$ cat src/rtl/controller_modulo_if.sv
// Control/feedback bundle between controller_modulo (master) and datapath_modulo (slave).
interface controller_modulo_if;
  logic [2:0] alu_mode_o;
  logic       wren_update_Zahlen;
  logic       wren_Zahl1_to_erg;
  logic       wren_term_erg;
  logic       wren_res_to_erg;
  logic       erg_to_alu_a;
  logic       Zahl2_to_alu_b;
  logic       check_for_termination_o;
  logic       valid_i;

  // Control flags are level signals, valid every cycle; valid_i is only
  // meaningful while check_for_termination_o is high (no ready/backpressure).
  modport master (
    output alu_mode_o, wren_update_Zahlen, wren_Zahl1_to_erg, wren_term_erg,
    output wren_res_to_erg, erg_to_alu_a, Zahl2_to_alu_b, check_for_termination_o,
    input  valid_i
  );

  modport slave (
    input  alu_mode_o, wren_update_Zahlen, wren_Zahl1_to_erg, wren_term_erg,
    input  wren_res_to_erg, erg_to_alu_a, Zahl2_to_alu_b, check_for_termination_o,
    output valid_i
  );
endinterface

$ cat src/rtl/controller_modulo.sv
// Sequencer computing Zahl1 mod Zahl2 on datapath_modulo by repeated compare/subtract.
module controller_modulo #(
  parameter int unsigned ALU_LAT  = 2,
  parameter logic [15:0] MAX_ITER = 16'hFFFF,
  parameter logic [2:0]  MODE_SUB = 3'd1,
  parameter logic [2:0]  MODE_LT  = 3'd2
) (
  input  logic                clk,
  input  logic                rst_i,
  input  logic                start_i,
  input  logic [15:0]         Zahl1_i,
  input  logic [15:0]         Zahl2_i,
  controller_modulo_if.master dp,
  output logic                busy_o,
  output logic                done_o,
  output logic                err_o,
  output logic [3:0]          state_dbg_o
);

  localparam logic [3:0] S_IDLE   = 4'd0;
  localparam logic [3:0] S_LOAD   = 4'd1;
  localparam logic [3:0] S_INIT   = 4'd2;
  localparam logic [3:0] S_CMP    = 4'd3;
  localparam logic [3:0] S_CMP_WB = 4'd4;
  localparam logic [3:0] S_CHECK  = 4'd5;
  localparam logic [3:0] S_SUB    = 4'd6;
  localparam logic [3:0] S_SUB_WB = 4'd7;
  localparam logic [3:0] S_DONE   = 4'd8;
  localparam logic [3:0] S_ERR    = 4'd9;

  localparam logic [3:0] WAIT_INIT = 4'(ALU_LAT - 1);

  logic [3:0]  state, state_nxt;
  logic [3:0]  wait_cnt;
  logic [15:0] iter_cnt, iter_inc;
  logic        operand_bad;
  logic        wait_load;

  logic [2:0]  alu_mode_nxt;
  logic        upd_nxt, z1_erg_nxt, term_nxt, res_nxt, sel_nxt, check_nxt;
  logic        busy_nxt, done_nxt, err_nxt;

  // Compare on full vectors so every input bit participates in the range check.
  assign operand_bad = (Zahl2_i == 16'd0) || (Zahl2_i > 16'h7FFF) || (Zahl1_i > 16'h7FFF);
  assign iter_inc    = iter_cnt + 16'd1;
  assign wait_load   = ((state_nxt == S_CMP) && (state != S_CMP)) ||
                       ((state_nxt == S_SUB) && (state != S_SUB));
  assign state_dbg_o = state;

  always_comb begin
    state_nxt = state;
    case (state)
      S_IDLE:   if (start_i) state_nxt = operand_bad ? S_ERR : S_LOAD;
      S_LOAD:   state_nxt = S_INIT;
      S_INIT:   state_nxt = S_CMP;
      S_CMP:    if (wait_cnt == 4'd0) state_nxt = S_CMP_WB;
      S_CMP_WB: state_nxt = S_CHECK;
      S_CHECK:  state_nxt = dp.valid_i ? S_DONE : S_SUB;
      S_SUB:    if (wait_cnt == 4'd0) state_nxt = S_SUB_WB;
      S_SUB_WB: state_nxt = (iter_inc == MAX_ITER) ? S_ERR : S_CMP;
      S_DONE:   state_nxt = S_IDLE;
      S_ERR:    state_nxt = S_IDLE;
      default:  state_nxt = S_IDLE;
    endcase
  end

  // Outputs are decoded from the next state and registered, so they line up
  // with the state register and stay glitch-free toward the datapath.
  always_comb begin
    alu_mode_nxt = 3'd0;
    upd_nxt      = 1'b0;
    z1_erg_nxt   = 1'b0;
    term_nxt     = 1'b0;
    res_nxt      = 1'b0;
    sel_nxt      = 1'b0;
    check_nxt    = 1'b0;
    done_nxt     = 1'b0;
    err_nxt      = 1'b0;
    busy_nxt     = (state_nxt != S_IDLE);
    case (state_nxt)
      S_LOAD:   upd_nxt = 1'b1;
      S_INIT:   z1_erg_nxt = 1'b1;
      S_CMP:    begin alu_mode_nxt = MODE_LT;  sel_nxt = 1'b1; end
      S_CMP_WB: begin alu_mode_nxt = MODE_LT;  sel_nxt = 1'b1; term_nxt = 1'b1; end
      S_CHECK:  check_nxt = 1'b1;
      S_SUB:    begin alu_mode_nxt = MODE_SUB; sel_nxt = 1'b1; end
      S_SUB_WB: begin alu_mode_nxt = MODE_SUB; sel_nxt = 1'b1; res_nxt = 1'b1; end
      S_DONE:   done_nxt = 1'b1;
      S_ERR:    err_nxt = 1'b1;
      default:  ;
    endcase
  end

  always_ff @(posedge clk or posedge rst_i) begin
    if (rst_i) begin
      state                      <= S_IDLE;
      wait_cnt                   <= 4'd0;
      iter_cnt                   <= 16'd0;
      dp.alu_mode_o              <= 3'd0;
      dp.wren_update_Zahlen      <= 1'b0;
      dp.wren_Zahl1_to_erg       <= 1'b0;
      dp.wren_term_erg           <= 1'b0;
      dp.wren_res_to_erg         <= 1'b0;
      dp.erg_to_alu_a            <= 1'b0;
      dp.Zahl2_to_alu_b          <= 1'b0;
      dp.check_for_termination_o <= 1'b0;
      busy_o                     <= 1'b0;
      done_o                     <= 1'b0;
      err_o                      <= 1'b0;
    end else begin
      state <= state_nxt;

      if (wait_load) begin
        wait_cnt <= WAIT_INIT;
      end else if (wait_cnt != 4'd0) begin
        wait_cnt <= wait_cnt - 4'd1;
      end

      // Exit to ERR at MAX_ITER keeps the counter from ever wrapping.
      if (state == S_INIT) begin
        iter_cnt <= 16'd0;
      end else if (state == S_SUB_WB) begin
        iter_cnt <= iter_inc;
      end

      dp.alu_mode_o              <= alu_mode_nxt;
      dp.wren_update_Zahlen      <= upd_nxt;
      dp.wren_Zahl1_to_erg       <= z1_erg_nxt;
      dp.wren_term_erg           <= term_nxt;
      dp.wren_res_to_erg         <= res_nxt;
      dp.erg_to_alu_a            <= sel_nxt;
      dp.Zahl2_to_alu_b          <= sel_nxt;
      dp.check_for_termination_o <= check_nxt;
      busy_o                     <= busy_nxt;
      done_o                     <= done_nxt;
      err_o                      <= err_nxt;
    end
  end

endmodule

$ cat src/flat_wrapper.sv
// flat-port wrapper written by rule: the top's interface ports become plain ports
module controller_modulo_flat 
#(
  parameter int unsigned ALU_LAT  = 2,
  parameter logic [15:0] MAX_ITER = 16'hFFFF,
  parameter logic [2:0]  MODE_SUB = 3'd1,
  parameter logic [2:0]  MODE_LT  = 3'd2
)
  (clk, rst_i, start_i, Zahl1_i, Zahl2_i, busy_o, done_o, err_o, state_dbg_o, dp_alu_mode_o, dp_wren_update_Zahlen, dp_wren_Zahl1_to_erg, dp_wren_term_erg, dp_wren_res_to_erg, dp_erg_to_alu_a, dp_Zahl2_to_alu_b, dp_check_for_termination_o, dp_valid_i);
  controller_modulo_if dp_i ();
  input  logic clk;
  input  logic rst_i;
  input  logic start_i;
  input  logic [15:0] Zahl1_i;
  input  logic [15:0] Zahl2_i;
  output logic busy_o;
  output logic done_o;
  output logic err_o;
  output logic [3:0] state_dbg_o;
  output wire logic [$bits(dp_i.alu_mode_o)-1:0] dp_alu_mode_o;
  output wire logic [$bits(dp_i.wren_update_Zahlen)-1:0] dp_wren_update_Zahlen;
  output wire logic [$bits(dp_i.wren_Zahl1_to_erg)-1:0] dp_wren_Zahl1_to_erg;
  output wire logic [$bits(dp_i.wren_term_erg)-1:0] dp_wren_term_erg;
  output wire logic [$bits(dp_i.wren_res_to_erg)-1:0] dp_wren_res_to_erg;
  output wire logic [$bits(dp_i.erg_to_alu_a)-1:0] dp_erg_to_alu_a;
  output wire logic [$bits(dp_i.Zahl2_to_alu_b)-1:0] dp_Zahl2_to_alu_b;
  output wire logic [$bits(dp_i.check_for_termination_o)-1:0] dp_check_for_termination_o;
  input wire logic [$bits(dp_i.valid_i)-1:0] dp_valid_i;
  assign dp_alu_mode_o = dp_i.alu_mode_o;
  assign dp_wren_update_Zahlen = dp_i.wren_update_Zahlen;
  assign dp_wren_Zahl1_to_erg = dp_i.wren_Zahl1_to_erg;
  assign dp_wren_term_erg = dp_i.wren_term_erg;
  assign dp_wren_res_to_erg = dp_i.wren_res_to_erg;
  assign dp_erg_to_alu_a = dp_i.erg_to_alu_a;
  assign dp_Zahl2_to_alu_b = dp_i.Zahl2_to_alu_b;
  assign dp_check_for_termination_o = dp_i.check_for_termination_o;
  assign dp_i.valid_i = dp_valid_i;
  controller_modulo #(.ALU_LAT(ALU_LAT), .MAX_ITER(MAX_ITER), .MODE_SUB(MODE_SUB), .MODE_LT(MODE_LT)) u_core (.clk(clk), .rst_i(rst_i), .start_i(start_i), .Zahl1_i(Zahl1_i), .Zahl2_i(Zahl2_i), .dp(dp_i), .busy_o(busy_o), .done_o(done_o), .err_o(err_o), .state_dbg_o(state_dbg_o));
endmodule
$ cat config.mk
export PLATFORM = sky130hd
export DESIGN_NAME = controller_modulo_flat
export DESIGN_NICKNAME = d
export VERILOG_FILES = /design/src/rtl/controller_modulo_if.sv /design/src/rtl/controller_modulo.sv /design/src/flat_wrapper.sv
export SDC_FILE = /design/constraint.sdc
export NUM_CORES = 1
export LEC_CHECK = 0
export BUFFER_PORTS_ARGS = -buffer_cell sky130_fd_sc_hd__buf_2
export CORE_ASPECT_RATIO = 1.5
export CORE_MARGIN = 8
export CORE_UTILIZATION = 34
export CTS_CLUSTER_SIZE = 16
export DETAILED_ROUTE_END_ITERATION = 8
export PLACE_DENSITY = 0.59
export SYNTH_ARGS = -nofsm -noshare
export SYNTH_HDL_FRONTEND = slang
export SYNTH_SLANG_ARGS = --single-unit
$ cat constraint.sdc
create_clock -name clk -period 7.5 [get_ports clk]
set_input_delay 1.5 -clock clk [delete_from_list [all_inputs] [get_ports clk]]
set_output_delay 1.5 -clock clk [all_outputs]
set_load 0.02 [all_outputs]
==> impl_metrics.yaml, run 1 <==
status:
  status: "complete, no violations"
cts:
  cts_resized: 0
  clock_latency_ns: 0.29
  clk_pin_slew_ns: 0.07
  cts_hold_buf: 0
  ctsLongestPathBuffers: 2
  postCtsSetupBuffers: 0
  cts.sinks: 35
  cts_root_buf: "clkbuf_8"
  cts_made_buffers: 5
  htree_levels: 2
  cts_tree: "built"
yosys:
  synthArstFlopShare_pct: 100.0
  synthCells: 204
  synth_area_leader_cell: "dfrtp_1"
  syn_nets: 243
  synth_flop_cell: "dfrtp_1"
  synth-edff-count: 0
  yosysUniqueCellTypes: 44
  synth_area_mm2: 0.001832
  synth_area_per_cell_um2: 8.979
  synthTopCellsByArea: "dfrtp_1, o21ai_0, nor2_1"
  ys_warn_count: 0
  synth-seq-cells: 35
  ys_seq_area_share_pct: 47.81
  synth_top_area_share_pct: 47.81
die:
  fp.dieH_um: 105.9
  start_util_pct: 35.47
  num_rows: 32
  dieArea_mm2: 0.008041
  core_area_mm2: 0.005165
  ios: 53
  die_w_um: 75.93
power:
  peakVddDrop_v: 0.0001776
  p_sw_uw: 306.7
  clock_power_share_pct: 23.0
  p_total_uw: 760.2
  swShare_pct: 40.34
  p_leak_nw: 1.001
  seqPwrFrac_pct: 36.1
  pwr-share-comb_pct: 40.9
  internal_power_uw: 453.5
  power.density_mw_per_mm2: 348.6
critical_path:
  critPathKind: "flop to primary output"
  max_stage_delay_ns: 0.61
  required_ns: 6.00
  critPathBufInv: 1
  cp_top_family: "flip-flops"
  path_cells: "buf_2"
  cp_max_fo: 15
  cp_slowest_cell: "dfrtp_1"
  startpoint_type: "flop"
  arrival_ns: 1.15
  end_kind: "primary output"
route:
  vias: 1574
  final_antenna_net_count: 0
  drc: 0
  drtIter0Drc: 71
  wl_per_cell_um: 13.67
  drt-total-wl_um: 4211
  dr.pass1.iters: 4
  avgViaCountPerCell: 5.110
grt:
  overflow: 0
  grt_pass1_wl_um: 7127
  grt_max_degree: 36
  grt_usage_pct: 10.76
  first_global_vias: 1633
  antenna_found_initial: 0
timing:
  hold_violations: 0
  fin_crit_ns: 2.652
  final-setup-viol-count: 0
  finalCritPeriodShare_pct: 35.36
  max_slew_margin_pct: 61.89
  rsz0062_at_grt: "no"
  fin_worst_skew_ns: 0.005434
  finalMaxSlewViolations: 0
  maxClockFrequency_ghz: 0.3771
  worstMarginPinSlew_ns: 0.5695
  fin_tns_setup_ns: 0
layout:
  regArea_um2: 875.8
  nets: 278
  final_core_utilization_pct: 42.22
  drive_gt1_share_pct: 22.08
  layout_commonest_cell: "buf_2"
  antennaDiodeCount: 0
  layout_common_cells: "buf_2, dfrtp_1, nor2_1"
  stdcell_count: 308
  multiInputGateArea_um2: 873.3
  areaGrowthSynthToFinish_pct: 19.06
  num-fill-cells: 505
flow_run:
  timing.max_cap.violations: 0
placement:
  gp_congestion: 0.7642
  dpl.hpwl_um: 3184
  placedCellCount: 300
  io_buffers: 36
min_path:
  hp-class: "flop to flop"
-- layout make-up --
cell class,instances,area share [%]
clock inverter,2,1.606
tap,68,3.901
multi-input combinational,149,40.05
timing repair buffer,37,8.606
clock buffer,6,3.787
sequential,35,40.16
inverter,11,1.893
-- metrics by stage --
step | setup slack, ns | instance area (um^2) | hold slack, ns
detailed placement | 4.517 | 2063 | 0.4703
finish | 4.848 | 2181 | 0.4755
global route | 4.662 | 2181 | 0.5085
floorplan | 4.918 | 1832 | 0.4448
CTS | 4.827 | 2181 | 0.4796
global placement | 4.548 | 2063 | 0.4659
-- path summary, 6_finish.rpt --
check	start	end	slack [ns]	depth (start not counted)
setup / recovery	u_core.state_dbg_o[2]	state_dbg_o[2]	4.85	1
max in group asynchronous	rst_i	u_core.wait_cnt[1]	5.89	3
hold / removal	u_core.iter_cnt[15]	u_core.iter_cnt[15]	0.48	1
hold reg to reg	u_core.iter_cnt[15]	u_core.iter_cnt[15]	0.48	1
min in group asynchronous	rst_i	u_core.dp.wren_term_erg	1.30	3
setup reg to reg	u_core.iter_cnt[1]	u_core.wait_cnt[1]	4.85	8
-- kinds of logic (layout without fill, tap and decap cells) --
group | Yosys count | in the layout | share of synthesized area [%]
simple gates | 89 | 89 | 24.18
compound gates | 46 | 46 | 16.33
flops | 35 | 35 | 47.81
buf+inv | 20 | 56 | 4.508
xor+xnor | 8 | 8 | 3.825
fa+ha+maj | 3 | 3 | 2.049
mux | 2 | 2 | 1.093
other cells | 1 | 1 | 0.2047
-- power by group through the flow --
| stage | logic, mW | registers, mW | clock network (mW) |
|---|---|---|---|
| finish | 0.311 | 0.275 | 0.175 |
| global route | 0.346 | 0.282 | 0.189 |
| CTS | 0.316 | 0.275 | 0.179 |
| detailed placement | 0.315 | 0.278 | 0 |
| global placement | 0.313 | 0.279 | 0 |
| floorplan | 0.222 | 0.290 | 0 |
-- synth_stat cells, drive strengths merged (2+ instances only) --
cell    number
clkbuf       7
ha           3
a21oi        7
buf          2
xor2         3
dfrtp       35
nor4         4
nor2b        2
xnor2        5
a21o         2
nand4        4
or3          3
nor3         9
nand2       21
inv         11
or4          2
mux2i        2
a31oi        2
nand2b       4
o21ai       22
or2          2
a22o         2
nor2        23
nand3       10
-- worst register-to-register path, cell delays in order (launching register included) --
cell and delay (ns):
dfrtp_1 0.44, ha_1 0.27, nand3_2 0.17, or3_1 0.39, a2111o_1 0.45, o41a_1 0.42
inv_2 0.10, o32ai_2 0.11, a211oi_2 0.22
-- sequential cells by signal, indices dropped and copies added, names as in the netlist, 2 cells and up --
register              count
u_core.iter_cnt          16
u_core.wait_cnt           4
u_core.state_dbg_o        4
u_core.dp.alu_mode_o      2
-- per-layer routing --
| metal | global-route usage (%) | part of all wire [%] | vias to the layer above |
|---|---|---|---|
| met1 | 10.32 | 39 | 758 |
| met4 | 6.761 | 2.4 | 0 |
| met3 | 2.951 | 3.3 | 8 |
| li1 | - | - | 783 |
| met2 | 19.79 | 55 | 25 |
| met5 | 0 | 0 | - |
Power figures use the tool's default switching activity.
==> inputs of run 2 (changes only) <==
Clock period 7.5 ns to 2.7 ns, I/O delays scaled along.
==> run 2 against run 1 <==
Against the previous run: worst hold slack lost 0.13 ns; highest routed layer unchanged; largest power group unchanged; critical path depth grew 7; combinational power grew to 2.9 times the previous value; largest cell class unchanged; routed wire length grew 1.6%.
==> impl_metrics.yaml, run 2 (synthesized netlist as in run 1, its figures left out) <==
status:
  status: "complete, no violations"
timing:
  hold_violations: 0
  rsz0062_at_grt: "no"
  fin_crit_ns: 2.482
  final-setup-viol-count: 0
  finalCritPeriodShare_pct: 91.94
  fin_tns_setup_ns: 0
  maxClockFrequency_ghz: 0.4028
  worstMarginPinSlew_ns: 0.4948
  fin_worst_skew_ns: 0.007113
  setup_ws_ns: 0.2175
  max_slew_margin_pct: 66.66
  finalMaxSlewViolations: 0
route:
  drt-total-wl_um: 4277
  drtIter0Drc: 86
  drc: 0
  dr.pass1.iters: 4
  vias: 1584
  wl_per_cell_um: 13.66
  avgViaCountPerCell: 5.061
  final_antenna_net_count: 0
cts:
  postCtsSetupBuffers: 0
  cts_resized: 0
  cts.sinks: 35
  cts_made_buffers: 5
  ctsLongestPathBuffers: 2
  clk_pin_slew_ns: 0.08
  htree_levels: 2
  cts_hold_buf: 0
  clock_latency_ns: 0.28
  cts_root_buf: "clkbuf_8"
  cts_tree: "built"
placement:
  dpl.hpwl_um: 3286
  dp_worst_setup_slack_ns: 0.2180
  gp_congestion: 0.7895
  io_buffers: 36
  placedCellCount: 305
  place_area_mm2: 0.002101
layout:
  regMostFlops: "u_core.iter_cnt"
  areaGrowthSynthToFinish_pct: 21.31
  antennaDiodeCount: 0
  fin_area_mm2: 0.002222
  largest_reg_flops: 16
  drive_gt1_share_pct: 23.67
  nets: 283
  final_core_utilization_pct: 43.02
  layout_common_cells: "buf_2, dfrtp_1, nor2_1"
  stdcell_count: 313
  num-fill-cells: 512
  layout_commonest_cell: "buf_2"
critical_path:
  max_stage_delay_ns: 0.45
  end_kind: "flop"
  arrival_ns: 2.64
  critPathBufInv: 1
  path_cells: "ha_1 > nand3_2 > or3_1 > a2111o_1 > nor3_2 > o21a_1 > inv_1 > or4_1"
  cp_top_family: "simple AND/OR/NAND/NOR gates"
  cp_slowest_cell: "a2111o_1"
  required_ns: 2.85
  critPathKind: "flop to flop"
  cp_max_fo: 5
  startpoint_type: "flop"
die:
  start_util_pct: 35.47
  ios: 53
  core_area_mm2: 0.005165
  fp.dieH_um: 105.9
  die_w_um: 75.93
  num_rows: 32
  dieArea_mm2: 0.008041
power:
  peakVddDrop_v: 0.0005771
  p_leak_nw: 1.026
  power.density_mw_per_mm2: 969.5
grt:
  antenna_found_initial: 0
  grt_max_degree: 36
  grt_pass1_wl_um: 7320
  overflow: 0
  grt_usage_pct: 11.03
  first_global_vias: 1579
flow_run:
  timing.max_cap.violations: 0
min_path:
  hp-class: "input port to async pin"
run 2: final timing paths:
check / cells past startpoint / slack (ns) / start / end
worst min-delay path: 3 / 0.34 / rst_i / u_core.iter_cnt[10]
worst max-delay path: 8 / 0.22 / u_core.iter_cnt[0] / u_core.busy_o
worst max register to register: 8 / 0.22 / u_core.iter_cnt[0] / u_core.busy_o
max in group asynchronous: 3 / 2.05 / rst_i / u_core.iter_cnt[2]
min in group clk: 1 / 0.48 / u_core.iter_cnt[15] / u_core.iter_cnt[15]
worst min register to register: 1 / 0.48 / u_core.iter_cnt[15] / u_core.iter_cnt[15]
run 2: per-layer routing:
metal  vias to the layer above  part of all wire, %  GRT usage (%)
li1                        791                    -              -
met3                         7                  3.7          2.782
met1                       751                   38          10.47
met4                         0                  1.6          4.225
met5                         -                    0              0
met2                        35                   56          21.76
run 2: metrics by stage:
| step | power (mW) | hold slack, ns |
|---|---|---|
| floorplan | 1.422 | 0.4448 |
| global placement | 1.676 | 0.4656 |
| detailed placement | 1.678 | 0.4748 |
| CTS | 2.186 | 0.3529 |
| global route | 2.313 | 0.3835 |
| finish | 2.154 | 0.3406 |
run 2: layout make-up:
type                    instances  area [um^2]  area share [%]
flip-flops and latches         35        875.8           39.41
multi-input cells             149        873.3           39.30
repair buffers                 42        225.2           10.14
well taps                      68        85.08           3.829
clock buffers                   6        82.58           3.716
inverters                      11        41.29           1.858
clock inverters                 2        38.79           1.745
run 2: power breakdown:
| group | switching (mW) | leakage (nW) | internal, mW |
|---|---|---|---|
| Clock | 0.194 | 0.0618 | 0.304 |
| Combinational | 0.573 | 0.502 | 0.342 |
| Sequential | 0.101 | 0.462 | 0.640 |
| Total | 0.868 | 1.03 | 1.29 |
run 2: tightest hold or removal path, stage by stage:
cell	delay, ns
buf_2	0.09
inv_1	0.04
buf_4	0.38
==> inputs of run 3 (changes only) <==
Settings changed: CORE_MARGIN 8 to unset.
==> run 3 against run 2 <==
Against the previous run: count of clock-buffer cells in the layout did not move; routed wire length fell by 5.7%; worst hold slack improved by 0.0017 ns; sequential share of layout area rose by 0.52 points; sequential power barely moved; register-to-register slack barely moved; flip-flop and latch count did not move; critical path depth did not move; first-iteration DRC count fell by 49%; non-clock buffer count rose by 1; core utilization fell by 0.56 points.
==> impl_metrics.yaml, run 3 (synthesized netlist as in run 1, its figures left out) <==
status:
  status: "complete, no violations"
critical_path:
  startpoint_type: "flop"
  critPathBufInv: 1
  arrival_ns: 2.65
  cp_top_family: "simple AND/OR/NAND/NOR gates"
  end_kind: "flop"
  rr_worst_depth: 8
  timing.rr.start: "u_core.iter_cnt[0]"
  cp_max_fo: 5
  r2r_end: "u_core.busy_o"
  cp_slowest_cell: "a2111o_1"
  max_stage_delay_ns: 0.45
  path_cells: "ha_1 > nand3_2 > or3_1 > a2111o_1 > nor3_2 > o21a_1 > inv_1 > or4_1"
  critPathKind: "flop to flop"
  rrSetupSlack_ns: 0.20
  required_ns: 2.85
power:
  pwr-share-comb_pct: 45.7
  clock_power_share_pct: 17.8
  p_total_mw: 2.024
  p_sw_uw: 855.5
  swShare_pct: 42.26
  power.density_mw_per_mm2: 923.0
  peakVddDrop_v: 0.0005846
  seqPwrFrac_pct: 36.5
  p_leak_nw: 1.010
  internal_power_mw: 1.169
grt:
  grt_usage_pct: 16.83
  use_met3_pct: 3.103
  overflow: 0
  grt-busiest-layer: "met2"
  antenna_found_initial: 0
  first_global_vias: 1639
  grt_max_degree: 36
  grt.met2_usage_pct: 29.21
  grt_pass1_wl_um: 7024
  use_met1_pct: 18.78
die:
  num_rows: 32
  die_w_um: 61.93
  dieArea_mm2: 0.005691
  fp.dieH_um: 91.90
  start_util_pct: 35.47
  core_area_mm2: 0.005165
  ios: 53
flow_run:
  timing.max_cap.violations: 0
timing:
  finalCritPeriodShare_pct: 92.41
  finalMaxSlewViolations: 0
  worstMarginPinSlew_ns: 0.5222
  hold_violations: 0
  maxClockFrequency_ghz: 0.4008
  rsz0062_at_grt: "no"
  fin_crit_ns: 2.495
  fin_tns_setup_ns: 0
  final-setup-viol-count: 0
  fin_worst_skew_ns: 0.008661
  setup_ws_ns: 0.2049
  max_slew_margin_pct: 65.10
route:
  vias: 1578
  drc: 0
  avgViaCountPerCell: 5.025
  final_antenna_net_count: 0
  drtIter0Drc: 44
  wl_per_cell_um: 12.84
  dr.pass1.iters: 4
  drt-total-wl_um: 4032
cts:
  clock_latency_ns: 0.28
  cts_root_buf: "clkbuf_8"
  cts_made_buffers: 5
  cts_resized: 0
  cts_hold_buf: 0
  postCtsSetupBuffers: 0
  cts_tree: "built"
  cts.sinks: 35
  htree_levels: 2
  ctsLongestPathBuffers: 2
  clk_pin_slew_ns: 0.07
layout:
  fin_area_mm2: 0.002193
  num-fill-cells: 536
  regArea_um2: 875.8
  multiInputGateArea_um2: 873.3
  nets: 284
  final_core_utilization_pct: 42.47
  areaGrowthSynthToFinish_pct: 19.74
  antennaDiodeCount: 0
  largest_reg_flops: 16
  layout_common_cells: "buf_2, dfrtp_1, nor2_1"
  regMostFlops: "u_core.iter_cnt"
  layout_commonest_cell: "buf_2"
  drive_gt1_share_pct: 23.58
placement:
  io_buffers: 36
  dp_worst_setup_slack_ns: 0.2147
  gp_congestion: 0.7696
  dpl.hpwl_um: 3042
  place_area_mm2: 0.002108
min_path:
  hp-class: "input port to async pin"
-- run 3: cell count changes in the layout (fill, tap and decap cells not counted), sizes merged --
cell	delta
buf	+1
clkinv	+1
bufinv	-1
inv	-1
clkinvlp	+1
-- run 3: final cells by class --
type	instances	share of cell area, %
well taps	68	3.879
clock inverters	2	0.5705
clock buffers	6	3.309
inverters	11	1.882
repair buffers	43	10.61
multi-input cells	149	39.82
flip-flops and latches	35	39.93
-- run 3: power groups by stage --
stage / clock network, mW / registers [mW] / logic (mW)
finish: 0.361 / 0.739 / 0.925
detailed placement: 0 / 0.748 / 0.929
floorplan: 0 / 0.805 / 0.618
global route: 0.399 / 0.753 / 1.04
global placement: 0 / 0.747 / 0.927
CTS: 0.380 / 0.739 / 0.933
-- run 3: stage by stage --
| step | hold WS (ns) | cells |
|---|---|---|
| after global routing | 0.3897 | 314 |
| after detailed placement | 0.4683 | 306 |
| after floorplan | 0.4448 | 204 |
| after global placement | 0.4648 | 306 |
| final | 0.3423 | 314 |
| after CTS | 0.3565 | 314 |
-- run 3: how the worst max path moves through the flow --
stage / from / end / slack, ns / cells past startpoint
after floorplan: u_core.iter_cnt[1] / u_core.busy_o / 0.34 / 8
after global placement: u_core.iter_cnt[0] / u_core.busy_o / 0.22 / 8
after detailed placement: u_core.iter_cnt[0] / u_core.busy_o / 0.21 / 8
after CTS: u_core.iter_cnt[0] / u_core.busy_o / 0.18 / 8
after global routing: u_core.iter_cnt[0] / u_core.busy_o / 0.02 / 9
final: u_core.iter_cnt[0] / u_core.busy_o / 0.20 / 8
-- run 3: layer usage --
| layer | up-vias | share of wire (%) | routed length [um] |
|---|---|---|---|
| met5 | - | 0 | 0 |
| met2 | 25 | 55 | 2227 |
| met4 | 0 | 3.2 | 129 |
| met3 | 12 | 2.5 | 101 |
| li1 | 793 | - | - |
| met1 | 748 | 39 | 1573 |
-- run 3: tightest hold or removal path: stages --
cell   delay [ns]
buf_2        0.09
inv_1        0.04
buf_4        0.38
